===== config.mk =====
export PLATFORM = sky130hd
export DESIGN_NAME = card_shuffler
export DESIGN_NICKNAME = d
export VERILOG_FILES = /design/src/rtl/card_shuffler.sv
export SDC_FILE = /design/constraint.sdc
export NUM_CORES = 1
export LEC_CHECK = 0
export BUFFER_PORTS_ARGS = -buffer_cell sky130_fd_sc_hd__buf_2
export CAP_MARGIN = 20
export CORE_MARGIN = 2
export CORE_UTILIZATION = 40
export DETAILED_ROUTE_END_ITERATION = 16
export SYNTH_ARGS = -nofsm -noshare
export SYNTH_HDL_FRONTEND = slang
export SYNTH_SLANG_ARGS = --single-unit

===== constraint.sdc =====
create_clock -name clk -period 7.9 [get_ports clk]
set_input_delay 0.395 -clock clk [delete_from_list [all_inputs] [get_ports clk]]
set_output_delay 0.395 -clock clk [all_outputs]
set_load 0.01 [all_outputs]

===== src/rtl/card_shuffler.sv =====
// Card colour shuffler: builds a pair-wise colour permutation with a free-running LFSR
// (Fisher-Yates with rejection sampling) and streams it into card memory.
module card_shuffler #(
    parameter int          CARD_MAX  = 24,
    parameter logic [15:0] LFSR_SEED = 16'hACE1
) (
    input  logic        clk,
    input  logic        rst_n,
    input  logic        compute_colors_en,
    input  logic [4:0]  num_of_cards,
    output logic        compute_done,
    output logic        write_card_en,
    output logic [4:0]  write_card_address,
    output logic [11:0] write_card_color,
    output logic [1:0]  write_card_state
);

    typedef enum logic [2:0] {
        S_IDLE,
        S_INIT,
        S_SHUFFLE,
        S_WRITE,
        S_DONE
    } state_t;

    state_t      state_q, state_d;
    logic [4:0]  idx_q, idx_d;
    logic [4:0]  n_q, n_d;
    logic [15:0] lfsr_q, lfsr_d;
    logic [3:0]  perm_q [CARD_MAX];
    logic [3:0]  perm_d [CARD_MAX];

    logic        done_q, done_d;
    logic        wen_q, wen_d;
    logic [4:0]  addr_q, addr_d;
    logic [11:0] color_q, color_d;
    logic [1:0]  cstate_q, cstate_d;

    logic [4:0]  n_req, n_eff, rnd;

    function automatic logic [11:0] palette(input logic [3:0] k);
        case (k)
            4'd0:    palette = 12'hF00;
            4'd1:    palette = 12'h0F0;
            4'd2:    palette = 12'h00F;
            4'd3:    palette = 12'hFF0;
            4'd4:    palette = 12'hF0F;
            4'd5:    palette = 12'h0FF;
            4'd6:    palette = 12'hF80;
            4'd7:    palette = 12'h8F0;
            4'd8:    palette = 12'h08F;
            4'd9:    palette = 12'hF08;
            4'd10:   palette = 12'h888;
            4'd11:   palette = 12'hFFF;
            default: palette = 12'h000;
        endcase
    endfunction

    // Even card count clamped to 4..CARD_MAX
    always_comb begin
        n_req = num_of_cards & 5'b11110;
        if (n_req < 5'd4)
            n_eff = 5'd4;
        else if (int'(n_req) > CARD_MAX)
            n_eff = 5'(CARD_MAX);
        else
            n_eff = n_req;
    end

    assign rnd    = lfsr_q[4:0];
    assign lfsr_d = {lfsr_q[0] ^ lfsr_q[2] ^ lfsr_q[3] ^ lfsr_q[5], lfsr_q[15:1]};

    always_comb begin
        state_d  = state_q;
        idx_d    = idx_q;
        n_d      = n_q;
        perm_d   = perm_q;
        done_d   = 1'b0;
        wen_d    = 1'b0;
        addr_d   = '0;
        color_d  = '0;
        cstate_d = '0;

        case (state_q)
            S_IDLE: begin
                if (compute_colors_en) begin
                    state_d = S_INIT;
                    idx_d   = '0;
                    n_d     = n_eff;
                end
            end
            S_INIT: begin
                if (!compute_colors_en) begin
                    state_d = S_IDLE;
                    idx_d   = '0;
                end else begin
                    perm_d[idx_q] = idx_q[4:1];
                    if (idx_q == n_q - 5'd1) begin
                        state_d = S_SHUFFLE;
                        idx_d   = n_q - 5'd1;
                    end else begin
                        idx_d = idx_q + 5'd1;
                    end
                end
            end
            S_SHUFFLE: begin
                if (!compute_colors_en) begin
                    state_d = S_IDLE;
                    idx_d   = '0;
                end else if (rnd <= idx_q) begin
                    // Draws above idx are rejected and retried next cycle
                    perm_d[idx_q] = perm_q[rnd];
                    perm_d[rnd]   = perm_q[idx_q];
                    if (idx_q == 5'd1) begin
                        state_d = S_WRITE;
                        idx_d   = '0;
                    end else begin
                        idx_d = idx_q - 5'd1;
                    end
                end
            end
            S_WRITE: begin
                if (!compute_colors_en) begin
                    state_d = S_IDLE;
                    idx_d   = '0;
                end else begin
                    wen_d    = 1'b1;
                    addr_d   = idx_q;
                    color_d  = palette(perm_q[idx_q]);
                    cstate_d = 2'b01;
                    if (idx_q == n_q - 5'd1) begin
                        state_d = S_DONE;
                        idx_d   = '0;
                    end else begin
                        idx_d = idx_q + 5'd1;
                    end
                end
            end
            S_DONE: begin
                if (compute_colors_en) begin
                    done_d = 1'b1;
                end else begin
                    state_d = S_IDLE;
                    idx_d   = '0;
                end
            end
            default: begin
                state_d = S_IDLE;
                idx_d   = '0;
            end
        endcase
    end

    always_ff @(posedge clk) begin
        if (!rst_n) begin
            state_q  <= S_IDLE;
            idx_q    <= '0;
            n_q      <= '0;
            lfsr_q   <= LFSR_SEED;
            for (int unsigned k = 0; k < CARD_MAX; k++) perm_q[k] <= '0;
            done_q   <= 1'b0;
            wen_q    <= 1'b0;
            addr_q   <= '0;
            color_q  <= '0;
            cstate_q <= '0;
        end else begin
            state_q  <= state_d;
            idx_q    <= idx_d;
            n_q      <= n_d;
            lfsr_q   <= lfsr_d;
            perm_q   <= perm_d;
            done_q   <= done_d;
            wen_q    <= wen_d;
            addr_q   <= addr_d;
            color_q  <= color_d;
            cstate_q <= cstate_d;
        end
    end

    assign compute_done       = done_q;
    assign write_card_en      = wen_q;
    assign write_card_address = addr_q;
    assign write_card_color   = color_q;
    assign write_card_state   = cstate_q;

endmodule


==> flow_metrics.tcl, run 1 <==
set metrics [dict create \
    num-nets-final 1068 \
    dr.pass1.iters 6 \
    drive_above_1_share_pct 13.0 \
    vias 9191 \
    final_cell_mix "144 x nand2_1, 135 x dfxtp_1, 116 x nor2_1" \
    dp_cells 1307 \
    fin_crit_sh_pct 52.6 \
    rsz0062_at_grt "false" \
    utilization_pct 44.4 \
    cts_buffers 17 \
    comb_power_share_pct 6.5 \
    tns_ns 0 \
    grt_pass1_wl_um 52900 \
    p_int_mw 1.18 \
    worst_setup_path_start_kind "flip-flop" \
    clockPowerShare_pct 49.5 \
    maxSlewViolCount 0 \
    core_area_mm2 0.0218 \
    p_switching_mw 0.430 \
    path_class "flip-flop to flip-flop" \
    synth_area_mm2 0.00889 \
    die_h_um 153 \
    fmax_ghz 0.241 \
    hpwl_um 23700 \
    chipWidth_um 153 \
    fillerInstances 2154 \
    synth-main-ff-cell "dfxtp_1" \
    wl_um 34900 \
    async_flop_share_pct 0 \
    worstSetupEndpointType "flip-flop" \
    post-cts-setup-buffers 0 \
    p_per_area_mw_per_mm2 166 \
    cp_max_fo 22 \
    die-area_mm2 0.0234 \
    p_leak_nw 3.24 \
    synth_edf_count 0 \
    status "finished, final reports clean" \
    place_area_mm2 0.00912 \
    yosysWarnings 0 \
    clkTransAtPathRegs_ns 0.06 \
    maxSlewHeadroom_pct 28.4 \
    synth_cell_types 81 \
    use_met1_pct 40.5 \
    cts_resized 0 \
    clkSinkCount 137 \
    start_util_pct 40.7 \
    finalPower_mw 1.61 \
    drtIter0Drc 1414 \
    finalSetupViolCount 0 \
    cts_hold_buffers 0 \
    netlist_instances 1062 \
    swShare_pct 26.7 \
    drv_cap 0 \
    hold_ws_ns 0.219 \
    cts_root_buffer "clkbuf_16" \
    dp_slack_ns 3.86 \
    htreeDepth 4 \
    hold_class "primary input to flip-flop" \
    cp.required_ns 8.18 \
    fin_ws_ns 3.75 \
    syn-num-nets 1084 \
    fin_skew_ns 0.00605 \
    cts_tree "yes" \
    antenna_found_initial 0 \
    route.detailed.drc 0 \
    numPortBuffers 26 \
    layout_commonest_cell "nand2_1" \
    clock_latency_ns 0.44 \
    wl_per_cell_um 26.0 \
    top_usage_layer "met2" \
    grt_max_degree 60 \
    arrival_ns 4.43 \
    io_pins 29 \
    instances_no_fill 1339 \
    postRouteAntennaNets 0 \
    gp_congestion 1.07 \
    syn_to_final_growth_pct 9.03 \
    hold_viol_final 0 \
    fin_area_mm2 0.00969 \
    cts_buffer_depth 2 \
    ys_ff_latch 137 \
    grt_overflow_total 0 \
    seq_power_share_pct 44.1 \
    period_needed_ns 4.15 \
    vdd_drop_max_mv 0.134 \
    use_met3_pct 8.68 \
    grtUsageTotal_pct 29.6 \
    worst_slew_pin_slew_ns 1.07 \
    first_global_vias 8427 \
    syn_avg_cell_area_um2 8.37 \
    gr-usage-met2_pct 42.5 \
    rows 54 \
    routed_via_density 6.86 \
    seq_area_frac_synth_pct 30.8 \
    n_antenna_cell 0 \
]
## cells by family after synthesis
| kind of cell | count (synthesis) | synth area share, % |
|---|---|---|
| AOI/OAI and AO/OA | 315 | 25.2 |
| xor gates and xnor gates | 12 | 1.34 |
| adders and majority gates | 14 | 1.97 |
| buffers and inverters | 107 | 5.74 |
| DFF | 137 | 30.8 |
| muxes | 57 | 13.2 |
| other | 1 | 0.0422 |
| and+or+nand+nor | 419 | 21.7 |
## state kept, by name, indices dropped and copies added (netlist names)
signal / cells
idx_q: 5
write_card_state: 1
write_card_color: 6
lfsr_q: 16
n_q: 4
state_q: 3
write_card_address: 5
compute_done: 1
perm_q: 96
## worst max-delay path: stages (launching register included)
cell and delay (ns):
dfxtp_1 0.90, inv_1 0.29, ha_1 0.38, o211ai_1 0.18
a21oi_1 0.08, o21a_1 0.23, o21ai_2 0.63, buf_4 0.40
o21ai_0 0.30, a222oi_1 0.45, o22ai_1 0.15
## routing by layer
metal / wire [um] / up-vias
li1: - / 3978
met3: 4640 / 135
met5: 0 / -
met4: 1840 / 0
met1: 13900 / 4320
met2: 14500 / 758
## power by group through the flow
| stage | Clock, mW | Combinational, mW | Sequential [mW] |
|---|---|---|---|
| after floorplan | 0 | 0.0759 | 0.717 |
| after detailed placement | 0 | 0.100 | 0.725 |
| final | 0.797 | 0.104 | 0.710 |
| after global placement | 0 | 0.0998 | 0.725 |
| after CTS | 0.800 | 0.101 | 0.710 |
| after global routing | 0.826 | 0.111 | 0.711 |
## cell type report
cell class	instances	area, um2	area share [%]
multi-input combinational	818	5650	58.3
clock buffer	19	453	4.67
timing repair buffer	46	280	2.89
sequential	137	2750	28.3
clock inverter	13	118	1.21
tap	280	350	3.61
inverter	26	97.6	1.01
## synth_stat cells, types with 16 or more instances
cell type  count  area [um2]
a21oi_1       65         325
a22oi_1       18         135
a32oi_1       19         166
and2_1        16         100
buf_2         21         105
clkbuf_1      38         143
dfxtp_1      137        2740
inv_1         22        82.6
mux4_2        32         721
nand2_1      144         541
nand2b_1      19         119
nand3_1       47         235
nor2_1       116         435
nor3_1        25         125
o21ai_0       53         265
o221ai_1      26         228
## path summary, 6_finish.rpt
| path | slack (ns) | start | cells past startpoint | endpoint |
|---|---|---|---|---|
| min reg2reg | 0.41 | lfsr_q[8] | 1 | lfsr_q[7] |
| max reg2reg | 3.75 | idx_q[2] | 10 | perm_q[1] |
| min | 0.22 | num_of_cards[3] | 3 | n_q[3] |
| max | 3.75 | idx_q[2] | 10 | perm_q[1] |
Note: power is estimated with default switching activity, not from simulation.
==> inputs of run 2 (changes only) <==
clock period = 3.3 ns   (was 7.9 ns; I/O delays follow)
==> flow_metrics.tcl, run 2 (synthesized netlist as in run 1, its figures left out) <==
set metrics [dict create \
    status "finished, final reports clean" \
    hold_ws_ns 0.00815 \
    utilization_pct 46.4 \
    p_per_area_mw_per_mm2 394 \
    grt_max_degree 59 \
    arrival_ns 3.37 \
    die-area_mm2 0.0234 \
    p_switching_mw 1.07 \
    routed_via_density 6.73 \
    clkSinkCount 137 \
    cts_tree "yes" \
    layout_commonest_cell "nand2_1" \
    dr.pass1.iters 8 \
    comb_power_share_pct 7.2 \
    rsz0062_at_grt "false" \
    route.detailed.drc 0 \
    wl_per_cell_um 26.2 \
    antenna_found_initial 0 \
    numPortBuffers 26 \
    cts_buffer_depth 2 \
    start_util_pct 40.7 \
    grtUsageTotal_pct 30.8 \
    n_antenna_cell 0 \
    cp.required_ns 3.59 \
    maxSlewHeadroom_pct 34.7 \
    wl_um 36300 \
    postRouteAntennaNets 0 \
    grt_pass1_wl_um 54800 \
    drv_cap 0 \
    post-cts-setup-buffers 0 \
    cts_hold_buffers 3 \
    rows 54 \
    p_int_mw 2.92 \
    period_needed_ns 3.08 \
    die_h_um 153 \
    syn_to_final_growth_pct 13.9 \
    seq_area_mm2 0.00275 \
    cts_root_buffer "clkbuf_16" \
    cp_max_fo 12 \
    swShare_pct 26.9 \
    tns_ns 0 \
    clockPowerShare_pct 50.5 \
    fillerInstances 2130 \
    num-nets-final 1116 \
    drive_above_1_share_pct 16.4 \
    io_pins 29 \
    cts_buffers 17 \
    fmax_ghz 0.325 \
    multi_input_area_mm2 0.00565 \
    clock_latency_ns 0.45 \
    p_leak_nw 3.48 \
    hold_viol_final 0 \
    vias 9330 \
    worst_slew_pin_slew_ns 0.974 \
    fin_skew_ns 0.0124 \
    final_cell_mix "144 x nand2_1, 135 x dfxtp_1, 116 x nor2_1" \
    core_area_mm2 0.0218 \
    htreeDepth 4 \
    maxSlewViolCount 0 \
    gp_congestion 1.05 \
    chipWidth_um 153 \
    path_class "flip-flop to flip-flop" \
    path_cells "clkinv_1 -> ha_1 -> o211ai_1 -> a21oi_1 -> o21ai_0 -> buf_4 -> nand2_1 -> buf_4 -> nor2_1 -> a222oi_1 -> a21oi_1" \
    grt_overflow_total 0 \
    largest_reg_flops 96 \
    hold_class "primary input to flip-flop" \
    first_global_vias 8964 \
    worst_setup_path_start_kind "flip-flop" \
    hpwl_um 26200 \
    finalSetupViolCount 0 \
    seq_power_share_pct 42.3 \
    slowest_stage "dfxtp_1" \
    slowest_delay_ns 0.58 \
    registers.top_by_ff_count "perm_q" \
    drtIter0Drc 1386 \
    fin_crit_sh_pct 93.3 \
    cts_resized 0 \
    clkTransAtPathRegs_ns 0.06 \
    worstSetupEndpointType "flip-flop" \
    vdd_drop_max_mv 0.282 \
]
==> run 2: worst paths after layout <==
kind                                         from    endpoint  slack (ns)  cells past startpoint
worst max-delay path                     idx_q[3]  perm_q[16]        0.22                     11
worst min-delay path            compute_colors_en  state_q[2]       0.008                      3
worst max register to register           idx_q[3]  perm_q[16]        0.22                     11
worst min register to register         lfsr_q[11]  lfsr_q[10]        0.41                      1
==> run 2: per-layer routing <==
layer,routed length (um),vias up,GRT usage [%]
met1,14700,4470,41.8
li1,-,4084,-
met5,0,-,0
met2,15600,655,45.8
met4,1870,0,15.1
met3,4130,121,7.49
==> run 2: layout make-up <==
cell class / instances / share of cell area (%)
clock inverters: 14 / 1.61
inverters: 26 / 0.964
flip-flops and latches: 137 / 27.1
clock buffers: 18 / 4.34
multi-input cells: 818 / 55.8
well taps: 280 / 3.46
repair buffers: 94 / 6.77
==> run 2: metrics by stage <==
stage | power, mW | cell area [um2] | std cells | setup slack [ns]
2_1_floorplan | 1.90 | 8890 | 1062 | 0.287
3_3_place_gp | 2.00 | 9500 | 1352 | 0.353
3_5_place_dp | 2.00 | 9500 | 1352 | 0.333
4_1_cts | 4.00 | 10100 | 1387 | 0.316
5_1_grt | 4.09 | 10100 | 1387 | 0.0142
6_report | 3.99 | 10100 | 1387 | 0.222
==> run 2: power by group through the flow <==
stage | Sequential, mW | Combinational [mW] | Clock, mW
finish | 1.69 | 0.287 | 2.01
detailed placement | 1.73 | 0.274 | 0
CTS | 1.69 | 0.279 | 2.03
global route | 1.69 | 0.303 | 2.09
global placement | 1.73 | 0.273 | 0
floorplan | 1.72 | 0.182 | 0
==> run 2: critical path, delay by kind of cell, from the launching register on <==
| family | cells | cell delay, ns |
|---|---|---|
| adder cells (fa/ha/maj) | 1 | 0.33 |
| flip-flops | 1 | 0.58 |
| AO/OA/AOI/OAI | 5 | 0.74 |
| buffers and inverters | 3 | 0.64 |
| AND/OR/NAND/NOR | 2 | 0.65 |
==> inputs of run 3 (changes only) <==
CORE_ASPECT_RATIO = 1.25   (was default)
CORE_UTILIZATION = 50   (was 40)
PLACE_DENSITY = 0.69   (was default)
==> flow_metrics.tcl, run 3 (synthesized netlist as in run 1, its figures left out) <==
set metrics [dict create \
    status "complete, but fails checks" \
    violations "hold timing" \
    p_per_area_mw_per_mm2 398 \
    die-area_mm2 0.0189 \
    fin_crit_sh_pct 92.1 \
    grt_overflow_total 0 \
    cts_buffers 17 \
    critical_path.endpoint "perm_q[60]" \
    cp_max_fo 31 \
    first_global_vias 8826 \
    cts_root_buffer "clkbuf_16" \
    top_layer_used "met4" \
    cts_buffer_depth 2 \
    fillerInstances 1611 \
    tns_ns 0 \
    path_cells "buf_12 -> inv_1 -> ha_1 -> nand2_1 -> nor3_1 -> o21ai_0 -> a222oi_1 -> a21oi_1" \
    core_area_mm2 0.0174 \
    routed_via_density 7.08 \
    wl_um 34900 \
    antenna_found_initial 0 \
    fin_skew_ns 0.0126 \
    rsz0062_at_grt "false" \
    instances_no_fill 1330 \
    worst_setup_path_start_kind "flip-flop" \
    drv_cap 0 \
    drive_above_1_share_pct 16.5 \
    arrival_ns 3.34 \
    grtUsageTotal_pct 37.3 \
    worst_slew_pin_slew_ns 1.04 \
    htreeDepth 4 \
    dr.pass1.iters 6 \
    clock_latency_ns 0.45 \
    fmax_ghz 0.329 \
    final_cell_mix "144 x nand2_1, 135 x dfxtp_1, 116 x nor2_1" \
    period_needed_ns 3.04 \
    wl_per_cell_um 26.3 \
    registers.top_by_ff_count "perm_q" \
    slowest_stage "nor3_1" \
    drtIter0Drc 1478 \
    n_antenna_cell 0 \
    path_depth 8 \
    clkTransAtPathRegs_ns 0.06 \
    grt_max_degree 59 \
    gp_congestion 1.04 \
    finalSetupViolCount 0 \
    start_util_pct 51.0 \
    path_buf_inv 2 \
    maxSlewHeadroom_pct 30.2 \
    rr_endpoint "perm_q[60]" \
    hpwl_um 25300 \
    num-nets-final 1115 \
    timing.reg2reg.setup_slack_ns 0.26 \
    maxSlewViolCount 0 \
    cts_tree "yes" \
    die_h_um 153 \
    syn_to_final_growth_pct 13.2 \
    hold_viol_final 1 \
    largest_reg_flops 96 \
    path_class "flip-flop to flip-flop" \
    critical_path.startpoint "idx_q[0]" \
    route.detailed.drc 0 \
    hold_ws_ns -0.00190 \
    worstSetupEndpointType "flip-flop" \
    dr_wl_met3_um 3660 \
    layout_commonest_cell "nand2_1" \
    numPortBuffers 26 \
    p_leak_nw 3.49 \
    dp_cells 1296 \
    r2r-start "idx_q[0]" \
    dr_wl_met2_um 15800 \
    chipWidth_um 123 \
    cp.required_ns 3.60 \
    slowest_delay_ns 0.65 \
    rows 54 \
    cts_resized 0 \
    fin_area_mm2 0.0101 \
    clkSinkCount 137 \
    vdd_drop_max_mv 0.382 \
    met1_length_um 12800 \
    ff2ff_path_depth 8 \
    postRouteAntennaNets 0 \
    vias 9419 \
    place_area_mm2 0.00944 \
    cp_top_family "compound AO/OA/AOI/OAI gates" \
    io_pins 29 \
    grt_pass1_wl_um 52500 \
    hold_class "primary input to flip-flop" \
]
## run 3: cell count changes in the layout (fill, tap and decap cells not counted), sizes merged
cell | before | now
clkbuf | 18 | 19
clkinv | 3 | 2
clkinvlp | 4 | 3
dlygate4sd3 | 3 | 2
inv | 31 | 32
## run 3: what timing repair did
| action | in CTS | in global routing |
|---|---|---|
| setup buffers | 0 | 0 |
| hold buffers | 2 | 0 |
| endpoints found under the hold margin | 2 | 0 |
## run 3: cell type report
type,count,area (um2),area share (%)
clock buffers,19,453,4.50
well taps,224,280,2.78
inverters,26,97.6,0.970
clock inverters,13,155,1.54
repair buffers,93,688,6.84
flip-flops and latches,137,2750,27.3
multi-input cells,818,5650,56.1
## run 3: worst register-to-register path: cells and delay by family, from the launching register on
family	cells	cell delay (ns)
DFF	1	0.32
buffers and inverters	2	0.50
adders and majority gates	1	0.40
AOI/OAI and AO/OA	3	0.85
and+or+nand+nor	2	0.82
## run 3: worst min path at each step
stage / from / to / cells after the start
after global routing: num_of_cards[1] / n_q[1] / 3
after detailed placement: lfsr_q[6] / lfsr_q[5] / 1
final: num_of_cards[1] / n_q[1] / 3
after global placement: lfsr_q[11] / lfsr_q[10] / 1
after floorplan: compute_colors_en / state_q[2] / 2
after CTS: compute_colors_en / state_q[2] / 3
## run 3: where the power goes
part | switching, mW | internal (mW)
Combinational | 0.185 | 0.0967
Clock | 0.860 | 1.17
Sequential | 0.0189 | 1.67
## run 3: metal layers
metal / track usage (%) / vias to the layer above
li1: - / 4065
met1: 46.8 / 4473
met2: 57.5 / 693
met3: 7.39 / 188
met4: 24.6 / 0
met5: 0 / -
## run 3: stage by stage
stage,total power [mW],utilization (%),worst slack (ns)
6_report,4.01,57.7,0.260
5_1_grt,4.09,57.7,0.124
4_1_cts,3.99,57.7,0.414
3_5_place_dp,2.00,54.1,0.442
3_3_place_gp,1.99,54.1,0.439
2_1_floorplan,1.90,-,0.287
